File: src/rtl/led_sequencer.sv
// led_sequencer: prescaled LED animation controller with step-aligned mode changes
module led_sequencer #(
  parameter int NUM_LED  = 5,
  parameter int PRESCALE = 2080000,
  parameter int CNT_W    = 22
) (
  input  logic               clk,
  input  logic               rst,
  input  logic [1:0]         mode_req,
  input  logic               mode_valid,
  output logic               mode_ready,
  input  logic               pause,
  output logic [NUM_LED-1:0] led,
  output logic               busy,
  output logic               step_tick
);
  typedef enum logic [1:0] {OFF, CHASE, BOUNCE, FILL} mode_t;
  localparam int PW = $clog2(NUM_LED + 1);
  localparam logic [NUM_LED-1:0] ONE = NUM_LED'(1);
  localparam logic [CNT_W-1:0] LAST = CNT_W'(PRESCALE - 1);
  localparam logic [PW-1:0] TOP = PW'(NUM_LED - 1);
  localparam logic [PW-1:0] FULL = PW'(NUM_LED);
  mode_t mode, mode_n, pend_mode, pend_mode_n, new_mode;
  logic [CNT_W-1:0] cnt, cnt_n;
  logic [PW-1:0] pos, pos_n, fill, fill_n, chase_pos, bounce_pos;
  logic dir, dir_n, bounce_dir, pend_v, pend_v_n;
  logic [NUM_LED-1:0] led_n;
  logic tick, accept, apply_req, apply_pend, apply, store;
  always_comb begin
    tick = mode != OFF && !pause && cnt == LAST;
    accept = mode_valid && mode_ready;
    apply_req = accept && (mode == OFF || tick);
    apply_pend = pend_v && tick;
    apply = apply_req || apply_pend;
    store = accept && !apply_req;
    new_mode = apply_req ? mode_t'(mode_req) : pend_mode;
    chase_pos = pos == TOP ? '0 : pos + PW'(1);
    bounce_dir = (!dir && pos == TOP) ? 1'b1 : (dir && pos == '0) ? 1'b0 : dir;
    bounce_pos = bounce_dir ? pos - PW'(1) : pos + PW'(1);
    mode_n = mode;
    cnt_n = (mode == OFF) ? '0 : pause ? cnt : tick ? '0 : cnt + CNT_W'(1);
    pos_n = pos;
    dir_n = dir;
    fill_n = fill;
    led_n = led;
    pend_v_n = (pend_v && !apply_pend) || store;
    pend_mode_n = store ? mode_t'(mode_req) : pend_mode;
    if (apply) begin
      mode_n = new_mode;
      cnt_n = '0;
      pos_n = '0;
      dir_n = 1'b0;
      fill_n = '0;
      led_n = (new_mode == CHASE || new_mode == BOUNCE) ? ONE : '0;
    end else if (tick) begin
      pos_n = mode == CHASE ? chase_pos : mode == BOUNCE ? bounce_pos : pos;
      dir_n = mode == BOUNCE ? bounce_dir : dir;
      fill_n = mode == FILL ? (fill == FULL ? '0 : fill + PW'(1)) : fill;
      led_n = mode == FILL ? ~({NUM_LED{1'b1}} << fill_n) : ONE << pos_n;
    end
  end
  always_ff @(posedge clk) begin
    if (rst) begin
      mode <= OFF;
      pend_mode <= OFF;
      pend_v <= 1'b0;
      cnt <= '0;
      pos <= '0;
      dir <= 1'b0;
      fill <= '0;
      led <= '0;
      mode_ready <= 1'b1;
      busy <= 1'b0;
      step_tick <= 1'b0;
    end else begin
      mode <= mode_n;
      pend_mode <= pend_mode_n;
      pend_v <= pend_v_n;
      cnt <= cnt_n;
      pos <= pos_n;
      dir <= dir_n;
      fill <= fill_n;
      led <= led_n;
      mode_ready <= !pend_v_n;
      busy <= mode_n != OFF;
      step_tick <= tick;
    end
  end
endmodule

File: config.mk
export PLATFORM = sky130hd
export DESIGN_NAME = led_sequencer
export DESIGN_NICKNAME = d
export VERILOG_FILES = /design/src/rtl/led_sequencer.sv
export SDC_FILE = /design/constraint.sdc
export NUM_CORES = 1
export LEC_CHECK = 0
export ABC_AREA = 1
export ABC_CLOCK_PERIOD_IN_PS = 2220
export CAP_MARGIN = 20
export CORE_MARGIN = 8
export CORE_UTILIZATION = 36
export DETAILED_ROUTE_END_ITERATION = 6
export PLACE_DENSITY = 0.57
export SLEW_MARGIN = 5
export SYNTH_ARGS = -nofsm -noshare
export SYNTH_HDL_FRONTEND = slang
export SYNTH_SLANG_ARGS = --single-unit
File: constraint.sdc
create_clock -name clk -period 2.22 [get_ports clk]
set_clock_uncertainty 0.05 [all_clocks]
set_input_delay 0.555 -clock clk [delete_from_list [all_inputs] [get_ports clk]]
set_output_delay 0.555 -clock clk [all_outputs]
set_load 0.03 [all_outputs]
==> metrics.txt, run 1 <==
# TYPE chip_impl_metric gauge
chip_impl_metric{name="rows",unit=""} 29
chip_impl_info{name="cp_slowest_cell",value="sky130_fd_sc_hd__clkdlybuf4s50_1"} 1
chip_impl_metric{name="tightestPinTransition",unit="ns"} 0.338
chip_impl_metric{name="critical-path-max-stage-delay",unit="ns"} 0.42
chip_impl_metric{name="area_delta_synth_final",unit="%"} 21.2
chip_impl_info{name="critPathTopFamily",value="simple AND/OR/NAND/NOR gates"} 1
chip_impl_metric{name="route.detailed.wl_per_inst",unit="um"} 12.4
chip_impl_info{name="synth_largest_area_cell",value="sky130_fd_sc_hd__dfxtp_1"} 1
chip_impl_info{name="worstHoldEndpoint",value="pend_mode[1]"} 1
chip_impl_metric{name="dpl_cell_area",unit="mm2"} 0.00273
chip_impl_metric{name="clock_tree.htree_level_count",unit=""} 2
chip_impl_info{name="crit_path_cell_trace",value="clkdlybuf4s50_1, nor2_1, nand3_2, nor2_1, nand2_2, nand2_2, nand2_4, nand2_4, buf_4, nor2_1, o21ai_0, a21oi_1"} 1
chip_impl_metric{name="core",unit="mm2"} 0.00631
chip_impl_info{name="yosysMostFrequentCell",value="sky130_fd_sc_hd__nand2_1"} 1
chip_impl_info{name="min_path_type",value="reg -> reg"} 1
chip_impl_metric{name="clk-insertion-delay-late",unit="ns"} 0.29
chip_impl_metric{name="die-width",unit="um"} 96.7
chip_impl_info{name="cts.root.buffer_cell",value="sky130_fd_sc_hd__clkbuf_8"} 1
chip_impl_metric{name="ff2ff_setup_slack",unit="ns"} 0.26
chip_impl_info{name="synth.top_cells.by_area",value="sky130_fd_sc_hd__dfxtp_1 (36%), sky130_fd_sc_hd__nand2_1 (12%), sky130_fd_sc_hd__nor2_1 (8.3%)"} 1
chip_impl_metric{name="buffer_ports.inserted",unit=""} 13
chip_impl_metric{name="worstPathMaxFanout",unit=""} 6
chip_impl_metric{name="total_switching_power",unit="uW"} 540
chip_impl_info{name="tritoncts_clock_tree",value="built"} 1
chip_impl_metric{name="finalCriticalPeriod",unit="ns"} 2.04
chip_impl_metric{name="drtPass1Iterations",unit=""} 4
chip_impl_metric{name="global_route_wire_length_before_repair",unit="um"} 9890
chip_impl_metric{name="insertedDiodeCount",unit=""} 0
chip_impl_metric{name="drt_drc_violations_left",unit=""} 0
chip_impl_metric{name="post_cts_resize_count",unit=""} 0
chip_impl_metric{name="peakVddDrop",unit="mV"} 0.346
chip_impl_metric{name="drv.max_cap_violation_count",unit=""} 0
chip_impl_metric{name="die_footprint",unit="mm2"} 0.00935
chip_impl_metric{name="synth_top_cell_area_share",unit="%"} 35.9
chip_impl_metric{name="synth.net_count",unit=""} 357
chip_impl_metric{name="ant_nets",unit=""} 0
chip_impl_metric{name="post_synth_inst_count",unit=""} 347
chip_impl_metric{name="comb_power_share",unit="%"} 22.8
chip_impl_metric{name="clk_transition_reported_paths",unit="ns"} 0.08
chip_impl_info{name="min-delay-start",value="pend_mode[1]"} 1
chip_impl_metric{name="internal_power_of_the_cells",unit="mW"} 1.27
chip_impl_metric{name="post_synth_num_cell_types",unit=""} 30
chip_impl_metric{name="grt_overflow",unit=""} 0
chip_impl_info{name="end_kind",value="flop"} 1
chip_impl_metric{name="route.vias.total",unit=""} 2262
chip_impl_metric{name="die_height",unit="um"} 96.7
chip_impl_metric{name="max_root_sink_buffers",unit=""} 2
chip_impl_metric{name="power_density",unit="mW/mm2"} 637
chip_impl_metric{name="cts_hold_buffers",unit=""} 0
chip_impl_metric{name="worst_r2r_path_depth",unit=""} 11
chip_impl_metric{name="drive_above_1_share",unit="%"} 15.4
chip_impl_metric{name="synth.cell_area",unit="mm2"} 0.00234
chip_impl_metric{name="synth_area_per_cell",unit="um2"} 6.76
chip_impl_metric{name="timing.fmax",unit="MHz"} 491
chip_impl_metric{name="nNetsFinal",unit=""} 398
chip_impl_metric{name="grt_antenna_before_repair",unit=""} 0
chip_impl_metric{name="synth_warnings",unit=""} 0
chip_impl_metric{name="first_global_vias",unit=""} 2109
chip_impl_metric{name="number_of_buffer_and_inverter_instances_along_the_worst_setup_path",unit=""} 2
chip_impl_metric{name="avgViaCountPerCell",unit=""} 4.85
chip_impl_info{name="yosys_most_used_dff",value="sky130_fd_sc_hd__dfxtp_1"} 1
chip_impl_info{name="worstSetupPathType",value="in -> reg"} 1
chip_impl_metric{name="postSynthRegisterBits",unit=""} 42
chip_impl_metric{name="period_share",unit="%"} 91.8
chip_impl_metric{name="maxSlewHeadroom",unit="%"} 77.4
chip_impl_metric{name="top_level_ports",unit=""} 14
chip_impl_metric{name="power.switching_fraction",unit="%"} 29.8
chip_impl_metric{name="critical_path_arrival",unit="ns"} 2.16
chip_impl_metric{name="clock_sinks",unit=""} 42
chip_impl_metric{name="async_reset_ff_share",unit="%"} 0
chip_impl_info{name="status",value="complete, no violations"} 1
chip_impl_info{name="setup.worst_path.start_class",value="input pin"} 1
chip_impl_metric{name="setup_viol",unit=""} 0
chip_impl_metric{name="gr-usage-all-layers",unit="%"} 12.3
chip_impl_info{name="critical-path-top-cell-by-count",value="sky130_fd_sc_hd__nor2_1"} 1
chip_impl_metric{name="grt_max_degree",unit=""} 14
chip_impl_metric{name="cts_buffers",unit=""} 5
chip_impl_info{name="rsz0062_at_grt",value="no"} 1
chip_impl_metric{name="fin_total_pwr",unit="mW"} 1.81
chip_impl_metric{name="detailedRoute.firstIterationViolations",unit=""} 139
chip_impl_metric{name="cts.repair_timing.setup_buffer_count",unit=""} 0
chip_impl_metric{name="finalHoldViolations",unit=""} 0
chip_impl_metric{name="synth-edff-count",unit=""} 0
chip_impl_metric{name="place_hpwl",unit="um"} 4450
chip_impl_metric{name="finalWirelength",unit="um"} 5760
chip_impl_metric{name="cp_data_required_time",unit="ns"} 2.34
chip_impl_metric{name="total_leakage_power",unit="nW"} 1.12
chip_impl_metric{name="share_clk_of_total_power",unit="%"} 32.9
chip_impl_metric{name="whs_path_depth",unit=""} 2
chip_impl_metric{name="power_frac_seq",unit="%"} 44.3
chip_impl_info{name="reg2reg_from",value="pos[0]"} 1
chip_impl_info{name="synth.top_cells.by_count",value="sky130_fd_sc_hd__nand2_1 (74), sky130_fd_sc_hd__nor2_1 (52), sky130_fd_sc_hd__inv_1 (44)"} 1
chip_impl_metric{name="finish.instance_area",unit="mm2"} 0.00284
chip_impl_info{name="crit-reg2reg-capture",value="led[1]"} 1
chip_impl_metric{name="number_of_slew_limit_violations_in_the_final_report",unit=""} 0
chip_impl_metric{name="ys_seq_area_share",unit="%"} 35.9
chip_impl_metric{name="start_util",unit="%"} 37.1
chip_impl_metric{name="place.gp.congestion",unit=""} 0.842
sequential cells by signal, indices dropped and copies added, names as in the netlist, 2 cells and up:
signal,count
pend_mode,2
pos,3
cnt,22
mode,2
fill,3
led,5
kinds of logic after synthesis:
| group | after synthesis | synth area share, % |
|---|---|---|
| compound gates | 40 | 8.96 |
| xor+xnor | 12 | 4.48 |
| fa+ha+maj | 4 | 2.13 |
| buf+inv | 53 | 9.12 |
| flops | 42 | 35.9 |
| simple gates | 196 | 39.4 |
power groups by stage:
stage	Sequential, mW	Combinational, mW	Clock [mW]
global placement	0.820	0.404	0
detailed placement	0.820	0.407	0
floorplan	0.854	0.230	0
finish	0.802	0.412	0.597
global route	0.806	0.459	0.648
CTS	0.803	0.410	0.621
metrics by stage:
stage          cells  setup slack (ns)  setup TNS (ns)  util, %  hold slack [ns]
2_1_floorplan    347             0.478               0        -            0.380
3_3_place_gp     458            -0.126           -3.20     43.2            0.401
3_5_place_dp     458            -0.161           -4.56     43.2            0.399
4_1_cts          466             0.143               0     44.9            0.412
5_1_grt          466            0.0152               0     45.0            0.437
6_report         466             0.183               0     45.0            0.406
placed cells by master, fill, tap and decap left out, drive strengths merged:
cell and n:
clkbuf 6, dfxtp 42, a31o 1, bufinv 1, inv 50, o21ai 17, and3 1, nand4 8
buf 24, xnor2 2, or2 1, o22ai 2, clkdlybuf4s50 13, nor3b 3, nand3b 1, nor3 14
a21oi 19, nand2 81, nand3 31, nor2 56, clkinvlp 1, xor2 10, a22o 1, ha 4
worst reg2reg max path: stages (launching register included):
cell	delay, ns
sky130_fd_sc_hd__dfxtp_1	0.43
sky130_fd_sc_hd__inv_1	0.07
sky130_fd_sc_hd__ha_1	0.23
sky130_fd_sc_hd__ha_1	0.19
sky130_fd_sc_hd__inv_1	0.09
sky130_fd_sc_hd__nand3_1	0.09
sky130_fd_sc_hd__nand2_1	0.06
sky130_fd_sc_hd__nand2_1	0.05
sky130_fd_sc_hd__nor2_2	0.22
sky130_fd_sc_hd__nor3_1	0.07
sky130_fd_sc_hd__o21ai_0	0.20
sky130_fd_sc_hd__a21oi_1	0.09
layer usage:
metal / up-vias / wire length [um] / track usage, %
met5: - / 0 / 0
met4: 0 / 77 / 4.50
met3: 6 / 225 / 2.77
met2: 43 / 2490 / 18.6
met1: 1024 / 2970 / 16.6
li1: 1189 / - / -
how the worst max path moves through the flow:
| stage | start | endpoint | slack [ns] | cells after the start |
|---|---|---|---|---|
| 2_1_floorplan | pause | cnt[20] | 0.48 | 9 |
| 3_3_place_gp | pause | led[1] | -0.13 | 10 |
| 3_5_place_dp | pause | led[1] | -0.16 | 10 |
| 4_1_cts | pause | led[1] | 0.14 | 10 |
| 5_1_grt | pos[0] | led[1] | 0.02 | 11 |
| 6_report | pause | led[1] | 0.18 | 12 |
final cells by class:
type	count	area, um2
clock buffer	6	72.6
clock inverter	2	37.5
fill	693	3470
inverter	50	188
multi-input combinational	252	1300
sequential	42	841
tap	77	96.3
timing repair buffer	37	310
No activity file was read; power rests on OpenSTA's default activity.
==> run 2: changes to the inputs <==
Settings changed: ABC_AREA 1 to not set, CORE_UTILIZATION 36 to 40, PLACE_DENSITY 0.57 to 0.62.
==> metrics.txt, run 2 <==
# TYPE chip_impl_metric gauge
chip_impl_metric{name="post_synth_inst_count",unit=""} 257
chip_impl_info{name="status",value="complete, no violations"} 1
chip_impl_metric{name="core",unit="mm2"} 0.00547
chip_impl_metric{name="fin_total_pwr",unit="mW"} 1.66
chip_impl_metric{name="worstPathMaxFanout",unit=""} 7
chip_impl_metric{name="global_route_wire_length_before_repair",unit="um"} 8880
chip_impl_metric{name="synth.cell_area",unit="mm2"} 0.00225
chip_impl_info{name="end_kind",value="flop"} 1
chip_impl_metric{name="number_of_slew_limit_violations_in_the_final_report",unit=""} 0
chip_impl_info{name="grt_most_used_layer",value="met2"} 1
chip_impl_metric{name="finish.instance_area",unit="mm2"} 0.00279
chip_impl_info{name="layout.cells.most_common_list",value="sky130_fd_sc_hd__dfxtp_1 (41), sky130_fd_sc_hd__nor2_1 (40), sky130_fd_sc_hd__buf_4 (33)"} 1
chip_impl_metric{name="route.vias.total",unit=""} 1996
chip_impl_metric{name="postSynthRegisterBits",unit=""} 42
chip_impl_metric{name="setup_viol",unit=""} 0
chip_impl_metric{name="top_level_ports",unit=""} 14
chip_impl_metric{name="post_synth_num_cell_types",unit=""} 59
chip_impl_info{name="yosys_most_used_dff",value="sky130_fd_sc_hd__dfxtp_1"} 1
chip_impl_metric{name="synth_area_per_cell",unit="um2"} 8.74
chip_impl_metric{name="largest_register_ffs",unit=""} 22
chip_impl_metric{name="final_critical_path_setup_slack",unit="ns"} 0.0623
chip_impl_metric{name="gr-usage-all-layers",unit="%"} 12.7
chip_impl_metric{name="finalHoldViolations",unit=""} 0
chip_impl_metric{name="avgViaCountPerCell",unit=""} 5.32
chip_impl_metric{name="cts_buffers",unit=""} 5
chip_impl_info{name="top_regs",value="cnt: 22 flops, led: 5 flops"} 1
chip_impl_metric{name="synth.net_count",unit=""} 267
chip_impl_metric{name="met2_usage",unit="%"} 22.1
chip_impl_metric{name="max_root_sink_buffers",unit=""} 2
chip_impl_metric{name="synth-edff-count",unit=""} 0
chip_impl_metric{name="place_hpwl",unit="um"} 3830
chip_impl_metric{name="detailedRoute.firstIterationViolations",unit=""} 61
chip_impl_metric{name="use_met1",unit="%"} 14.4
chip_impl_info{name="min_path_type",value="reg -> reg"} 1
chip_impl_info{name="synth.top_cells.by_count",value="sky130_fd_sc_hd__dfxtp_1 (42), sky130_fd_sc_hd__nor2_1 (40), sky130_fd_sc_hd__nand2_1 (22)"} 1
chip_impl_metric{name="drt_drc_violations_left",unit=""} 0
chip_impl_metric{name="die_footprint",unit="mm2"} 0.00827
chip_impl_metric{name="grt_antenna_before_repair",unit=""} 0
chip_impl_metric{name="drive_above_1_share",unit="%"} 20.8
chip_impl_metric{name="finalCriticalPeriod",unit="ns"} 2.16
chip_impl_metric{name="route.detailed.wl_per_inst",unit="um"} 13.7
chip_impl_info{name="yosysMostFrequentCell",value="sky130_fd_sc_hd__dfxtp_1"} 1
chip_impl_metric{name="tightestPinTransition",unit="ns"} 0.476
chip_impl_metric{name="area_delta_synth_final",unit="%"} 24.2
chip_impl_metric{name="grt_max_degree",unit=""} 23
chip_impl_info{name="worstSetupPathType",value="reg -> reg"} 1
chip_impl_metric{name="first_global_vias",unit=""} 1954
chip_impl_info{name="final_common_cell",value="sky130_fd_sc_hd__dfxtp_1"} 1
chip_impl_metric{name="cp_data_required_time",unit="ns"} 2.38
chip_impl_metric{name="synth_top_cell_area_share",unit="%"} 37.4
chip_impl_info{name="synth_largest_area_cell",value="sky130_fd_sc_hd__dfxtp_1"} 1
chip_impl_metric{name="cts_hold_buffers",unit=""} 0
chip_impl_metric{name="ys_seq_area_share",unit="%"} 37.4
chip_impl_metric{name="synth_warnings",unit=""} 0
chip_impl_metric{name="period_share",unit="%"} 97.2
chip_impl_metric{name="rows",unit=""} 27
chip_impl_metric{name="start_util",unit="%"} 41.0
chip_impl_metric{name="power_density",unit="mW/mm2"} 597
chip_impl_metric{name="die_height",unit="um"} 90.9
chip_impl_metric{name="async_reset_ff_share",unit="%"} 0
chip_impl_metric{name="grt_overflow",unit=""} 0
chip_impl_metric{name="critical_path_arrival",unit="ns"} 2.32
chip_impl_metric{name="buffer_ports.inserted",unit=""} 13
chip_impl_metric{name="clock_tree.htree_level_count",unit=""} 2
chip_impl_metric{name="maxSlewHeadroom",unit="%"} 68.2
chip_impl_metric{name="timing.fmax",unit="MHz"} 463
chip_impl_info{name="synth.top_cells.by_area",value="sky130_fd_sc_hd__dfxtp_1 (37%), sky130_fd_sc_hd__xnor2_1 (8.2%), sky130_fd_sc_hd__nor2_1 (6.7%)"} 1
chip_impl_metric{name="insertedDiodeCount",unit=""} 0
chip_impl_metric{name="clock_sinks",unit=""} 42
chip_impl_metric{name="place.gp.congestion",unit=""} 0.845
chip_impl_metric{name="fillCellCount",unit=""} 551
chip_impl_info{name="cts.root.buffer_cell",value="sky130_fd_sc_hd__clkbuf_8"} 1
chip_impl_info{name="setup.worst_path.start_class",value="flop"} 1
chip_impl_metric{name="finalWirelength",unit="um"} 5130
chip_impl_metric{name="total_leakage_power",unit="nW"} 0.953
chip_impl_metric{name="pre_cts_ws",unit="ns"} -0.208
chip_impl_metric{name="clk-insertion-delay-late",unit="ns"} 0.30
chip_impl_info{name="top_register",value="cnt"} 1
chip_impl_metric{name="drtPass1Iterations",unit=""} 4
chip_impl_metric{name="die-width",unit="um"} 90.9
chip_impl_metric{name="peakVddDrop",unit="mV"} 0.428
chip_impl_metric{name="final_core_utilization",unit="%"} 51.0
chip_impl_metric{name="nNetsFinal",unit=""} 312
chip_impl_metric{name="dpl_cell_area",unit="mm2"} 0.00267
chip_impl_metric{name="ant_nets",unit=""} 0
chip_impl_metric{name="grt_util_met3",unit="%"} 3.21
chip_impl_metric{name="clk_transition_reported_paths",unit="ns"} 0.09
chip_impl_info{name="tritoncts_clock_tree",value="built"} 1
chip_impl_metric{name="drv.max_cap_violation_count",unit=""} 0
## run 2: cell count changes after synthesis, moves of 4 or more
cell | previous run | this run
sky130_fd_sc_hd__nand3_1 | 27 | 9
sky130_fd_sc_hd__nand2_2 | 4 | 0
sky130_fd_sc_hd__nor2_2 | 4 | 0
sky130_fd_sc_hd__nand2_1 | 74 | 22
sky130_fd_sc_hd__inv_2 | 6 | 0
sky130_fd_sc_hd__a21oi_1 | 19 | 7
sky130_fd_sc_hd__a211oi_1 | 0 | 6
sky130_fd_sc_hd__o21ai_0 | 15 | 4
sky130_fd_sc_hd__inv_1 | 44 | 6
sky130_fd_sc_hd__mux2i_1 | 0 | 4
sky130_fd_sc_hd__xor2_1 | 10 | 5
sky130_fd_sc_hd__nor2_1 | 52 | 40
sky130_fd_sc_hd__xnor2_1 | 2 | 21
## run 2: cell type report
class	instances	area [um2]	share of cell area, %
timing repair buffer	47	398	14.3
multi-input combinational	200	1350	48.3
clock buffer	5	68.8	2.47
sequential	42	842	30.2
clock inverter	3	21.3	0.763
inverter	6	22.5	0.808
tap	72	90.1	3.23
## run 2: cells by family (layout without fill, tap and decap cells)
logic type,after synthesis,count (layout),synth area share (%)
xor gates and xnor gates,26,26,10.1
buffers and inverters,15,61,3.84
AOI/OAI and AO/OA,45,45,14.8
and+or+nand+nor,120,120,29.2
DFF,42,42,37.4
muxes,5,5,2.28
adders and majority gates,4,4,2.23
## run 2: per-stage QoR
step / hold slack (ns) / TNS (ns) / instances
finish: 0.426 / 0 / 375
global route: 0.439 / -0.0463 / 375
CTS: 0.434 / 0 / 374
detailed placement: 0.419 / -5.31 / 366
global placement: 0.409 / -4.97 / 366
floorplan: 0.399 / -0.0186 / 257
## run 2: path summary, 6_finish.rpt
check           from     end  slack (ns)  depth (start not counted)
max          mode[1]  led[2]        0.06                          6
min           led[2]  led[2]        0.43                          2
max reg2reg  mode[1]  led[2]        0.06                          6
min reg2reg   led[2]  led[2]        0.43                          2
## run 2: critical path: stages, from the launching register on
cell,delay [ns]
sky130_fd_sc_hd__dfxtp_1,0.50
sky130_fd_sc_hd__nor2b_1,0.46
sky130_fd_sc_hd__a222oi_1,0.20
sky130_fd_sc_hd__buf_4,0.17
sky130_fd_sc_hd__buf_4,0.14
sky130_fd_sc_hd__o31a_1,0.30
sky130_fd_sc_hd__o31ai_1,0.24
## run 2: power breakdown
part / leakage [nW] / switching [mW] / internal (mW)
Clock: 0.0441 / 0.283 / 0.221
Sequential: 0.340 / 0.0274 / 0.776
Combinational: 0.569 / 0.193 / 0.164
## run 2: routing by layer
metal / vias to the layer above / share of wire (%) / routed length (um)
li1: 1017 / - / -
met3: 8 / 2.8 / 143
met4: 0 / 1.8 / 91
met2: 27 / 48 / 2490
met5: - / 0 / 0
met1: 944 / 47 / 2410
## run 2: timing repair
action                     CTS  global route
pin swaps                    0             3
gates resized for setup      1             6
setup buffers                0             1
setup endpoints to repair    1            38
==> run 3: changes to the inputs <==
Settings changed: ABC_CLOCK_PERIOD_IN_PS 2220 to 2700.
Clock period 2.22 ns to 2.7 ns, I/O delays scaled along.
==> metrics.txt, run 3 (synthesis results as in run 2) <==
# TYPE chip_impl_metric gauge
chip_impl_metric{name="die_height",unit="um"} 90.9
chip_impl_metric{name="detailedRoute.firstIterationViolations",unit=""} 89
chip_impl_metric{name="finalWirelength",unit="um"} 4740
chip_impl_metric{name="start_util",unit="%"} 41.0
chip_impl_metric{name="period_share",unit="%"} 83.3
chip_impl_metric{name="timing.fmax",unit="MHz"} 445
chip_impl_metric{name="tightestPinTransition",unit="ns"} 0.538
chip_impl_metric{name="max_root_sink_buffers",unit=""} 2
chip_impl_info{name="reg2reg_from",value="cnt[14]"} 1
chip_impl_metric{name="worst_r2r_path_depth",unit=""} 5
chip_impl_metric{name="critical_path_arrival",unit="ns"} 2.41
chip_impl_metric{name="rows",unit=""} 27
chip_impl_metric{name="number_of_buffer_and_inverter_instances_along_the_worst_setup_path",unit=""} 0
chip_impl_metric{name="nNetsFinal",unit=""} 293
chip_impl_metric{name="route.vias.total",unit=""} 1934
chip_impl_metric{name="gr-usage-all-layers",unit="%"} 11.4
chip_impl_info{name="critPathTopFamily",value="simple AND/OR/NAND/NOR gates"} 1
chip_impl_metric{name="core",unit="mm2"} 0.00547
chip_impl_metric{name="die_footprint",unit="mm2"} 0.00827
chip_impl_metric{name="power_density",unit="mW/mm2"} 516
chip_impl_metric{name="largest_register_ffs",unit=""} 22
chip_impl_info{name="layout.cells.most_common_list",value="sky130_fd_sc_hd__dfxtp_1 (42), sky130_fd_sc_hd__nor2_1 (40), sky130_fd_sc_hd__nand2_1 (22)"} 1
chip_impl_metric{name="clk_transition_reported_paths",unit="ns"} 0.08
chip_impl_metric{name="cts_buffers",unit=""} 5
chip_impl_metric{name="cts_hold_buffers",unit=""} 0
chip_impl_metric{name="drv.max_cap_violation_count",unit=""} 0
chip_impl_metric{name="total_leakage_power",unit="nW"} 0.855
chip_impl_info{name="crit_path_cell_trace",value="or4b_4, or4_4, nor4_4, nand3_2, o31ai_2"} 1
chip_impl_info{name="cts.root.buffer_cell",value="sky130_fd_sc_hd__clkbuf_8"} 1
chip_impl_metric{name="finalHoldViolations",unit=""} 0
chip_impl_info{name="status",value="complete, no violations"} 1
chip_impl_info{name="min-delay-start",value="led[2]"} 1
chip_impl_metric{name="worstPathMaxFanout",unit=""} 4
chip_impl_metric{name="first_global_vias",unit=""} 1761
chip_impl_metric{name="final.setup.tns",unit="ns"} 0
chip_impl_metric{name="drt_drc_violations_left",unit=""} 0
chip_impl_metric{name="use_met1",unit="%"} 13.6
chip_impl_info{name="worstSetupPathType",value="reg -> reg"} 1
chip_impl_metric{name="number_of_slew_limit_violations_in_the_final_report",unit=""} 0
chip_impl_metric{name="grt_antenna_before_repair",unit=""} 0
chip_impl_info{name="min_path_type",value="reg -> reg"} 1
chip_impl_metric{name="peakVddDrop",unit="mV"} 0.262
chip_impl_metric{name="route.detailed.wl_per_inst",unit="um"} 13.3
chip_impl_info{name="end_kind",value="flop"} 1
chip_impl_metric{name="maxSlewHeadroom",unit="%"} 64.0
chip_impl_info{name="rsz0062_at_grt",value="no"} 1
chip_impl_metric{name="place_hpwl",unit="um"} 3450
chip_impl_metric{name="clock_tree.htree_level_count",unit=""} 2
chip_impl_metric{name="top_level_ports",unit=""} 14
chip_impl_info{name="grt_most_used_layer",value="met2"} 1
chip_impl_metric{name="whs_path_depth",unit=""} 2
chip_impl_metric{name="avgViaCountPerCell",unit=""} 5.43
chip_impl_metric{name="grt_util_met3",unit="%"} 2.63
chip_impl_metric{name="die-width",unit="um"} 90.9
chip_impl_info{name="worstHoldEndpoint",value="led[2]"} 1
chip_impl_info{name="top_regs",value="cnt: 22 flops, led: 5 flops"} 1
chip_impl_metric{name="ant_nets",unit=""} 0
chip_impl_metric{name="critical-path-max-stage-delay",unit="ns"} 0.57
chip_impl_info{name="crit-reg2reg-capture",value="led[3]"} 1
chip_impl_info{name="final_common_cell",value="sky130_fd_sc_hd__dfxtp_1"} 1
chip_impl_metric{name="setup_viol",unit=""} 0
chip_impl_metric{name="drive_above_1_share",unit="%"} 12.7
chip_impl_metric{name="place.gp.congestion",unit=""} 0.891
chip_impl_metric{name="clock_sinks",unit=""} 42
chip_impl_metric{name="area_delta_synth_final",unit="%"} 16.0
chip_impl_metric{name="post_cts_resize_count",unit=""} 0
chip_impl_metric{name="buffer_ports.inserted",unit=""} 13
chip_impl_metric{name="fin_total_pwr",unit="mW"} 1.34
chip_impl_info{name="top_register",value="cnt"} 1
chip_impl_metric{name="cp_data_required_time",unit="ns"} 2.86
chip_impl_metric{name="global_route_wire_length_before_repair",unit="um"} 7940
chip_impl_info{name="setup.worst_path.start_class",value="flop"} 1
chip_impl_metric{name="ff2ff_setup_slack",unit="ns"} 0.45
chip_impl_metric{name="grt_overflow",unit=""} 0
chip_impl_metric{name="grt_max_degree",unit=""} 23
chip_impl_info{name="cp_slowest_cell",value="sky130_fd_sc_hd__or4b_4"} 1
chip_impl_metric{name="cts.repair_timing.setup_buffer_count",unit=""} 0
chip_impl_metric{name="clk-insertion-delay-late",unit="ns"} 0.29
chip_impl_metric{name="met2_usage",unit="%"} 19.2
chip_impl_metric{name="insertedDiodeCount",unit=""} 0
chip_impl_metric{name="drtPass1Iterations",unit=""} 4
chip_impl_metric{name="finalCriticalPeriod",unit="ns"} 2.25
chip_impl_info{name="tritoncts_clock_tree",value="built"} 1
run 3: changes by cell type in the layout (fill, tap and decap cells not counted), sizes merged:
cell      delta
clkbuf       +2
buf         -19
clkinv       -1
clkinvlp     -1
run 3: metrics by stage:
step | utilization (%) | cell area [um2] | instances | hold slack (ns) | worst slack [ns]
2_1_floorplan | - | 2250 | 257 | 0.399 | 0.438
3_3_place_gp | 46.0 | 2510 | 348 | 0.392 | 0.194
6_report | 47.6 | 2610 | 356 | 0.407 | 0.451
5_1_grt | 47.6 | 2610 | 356 | 0.434 | 0.261
4_1_cts | 47.6 | 2610 | 356 | 0.411 | 0.450
3_5_place_dp | 46.0 | 2510 | 348 | 0.395 | 0.158
run 3: worst max path at each step:
stage	slack (ns)	to	depth (start not counted)	from
after detailed placement	0.16	cnt[18]	7	pause
after floorplan	0.44	led[0]	7	pos[0]
after global routing	0.26	mode[1]	6	cnt[14]
final	0.45	led[3]	5	cnt[14]
after CTS	0.45	mode[1]	5	cnt[14]
after global placement	0.19	cnt[18]	7	pause
run 3: worst reg2reg max path, delay by kind of cell (launching register included):
| kind | cells | cell delay [ns] |
|---|---|---|
| AO/OA/AOI/OAI | 1 | 0.17 |
| flip-flops | 1 | 0.35 |
| AND/OR/NAND/NOR | 4 | 1.60 |
run 3: cell type report:
class	count	area [um2]
Tap cell	72	90.1
Sequential cell	42	841
Clock inverter	1	5.00
Multi-Input combinational cell	200	1320
Inverter	6	22.5
Fill cell	561	2870
Timing Repair Buffer	28	243
Clock buffer	7	86.3
run 3: power by group:
part           total [mW]  switching [mW]  internal (mW)
clock               0.423           0.217          0.207
combinational       0.262           0.152          0.110
sequential          0.659          0.0210          0.638
run 3: per-layer routing:
| metal | wire length (um) | up-vias | share of wire (%) |
|---|---|---|---|
| li1 | - | 981 | - |
| met4 | 72 | 0 | 1.5 |
| met5 | 0 | - | 0 |
| met2 | 2240 | 33 | 47 |
| met3 | 161 | 7 | 3.4 |
| met1 | 2270 | 913 | 48 |
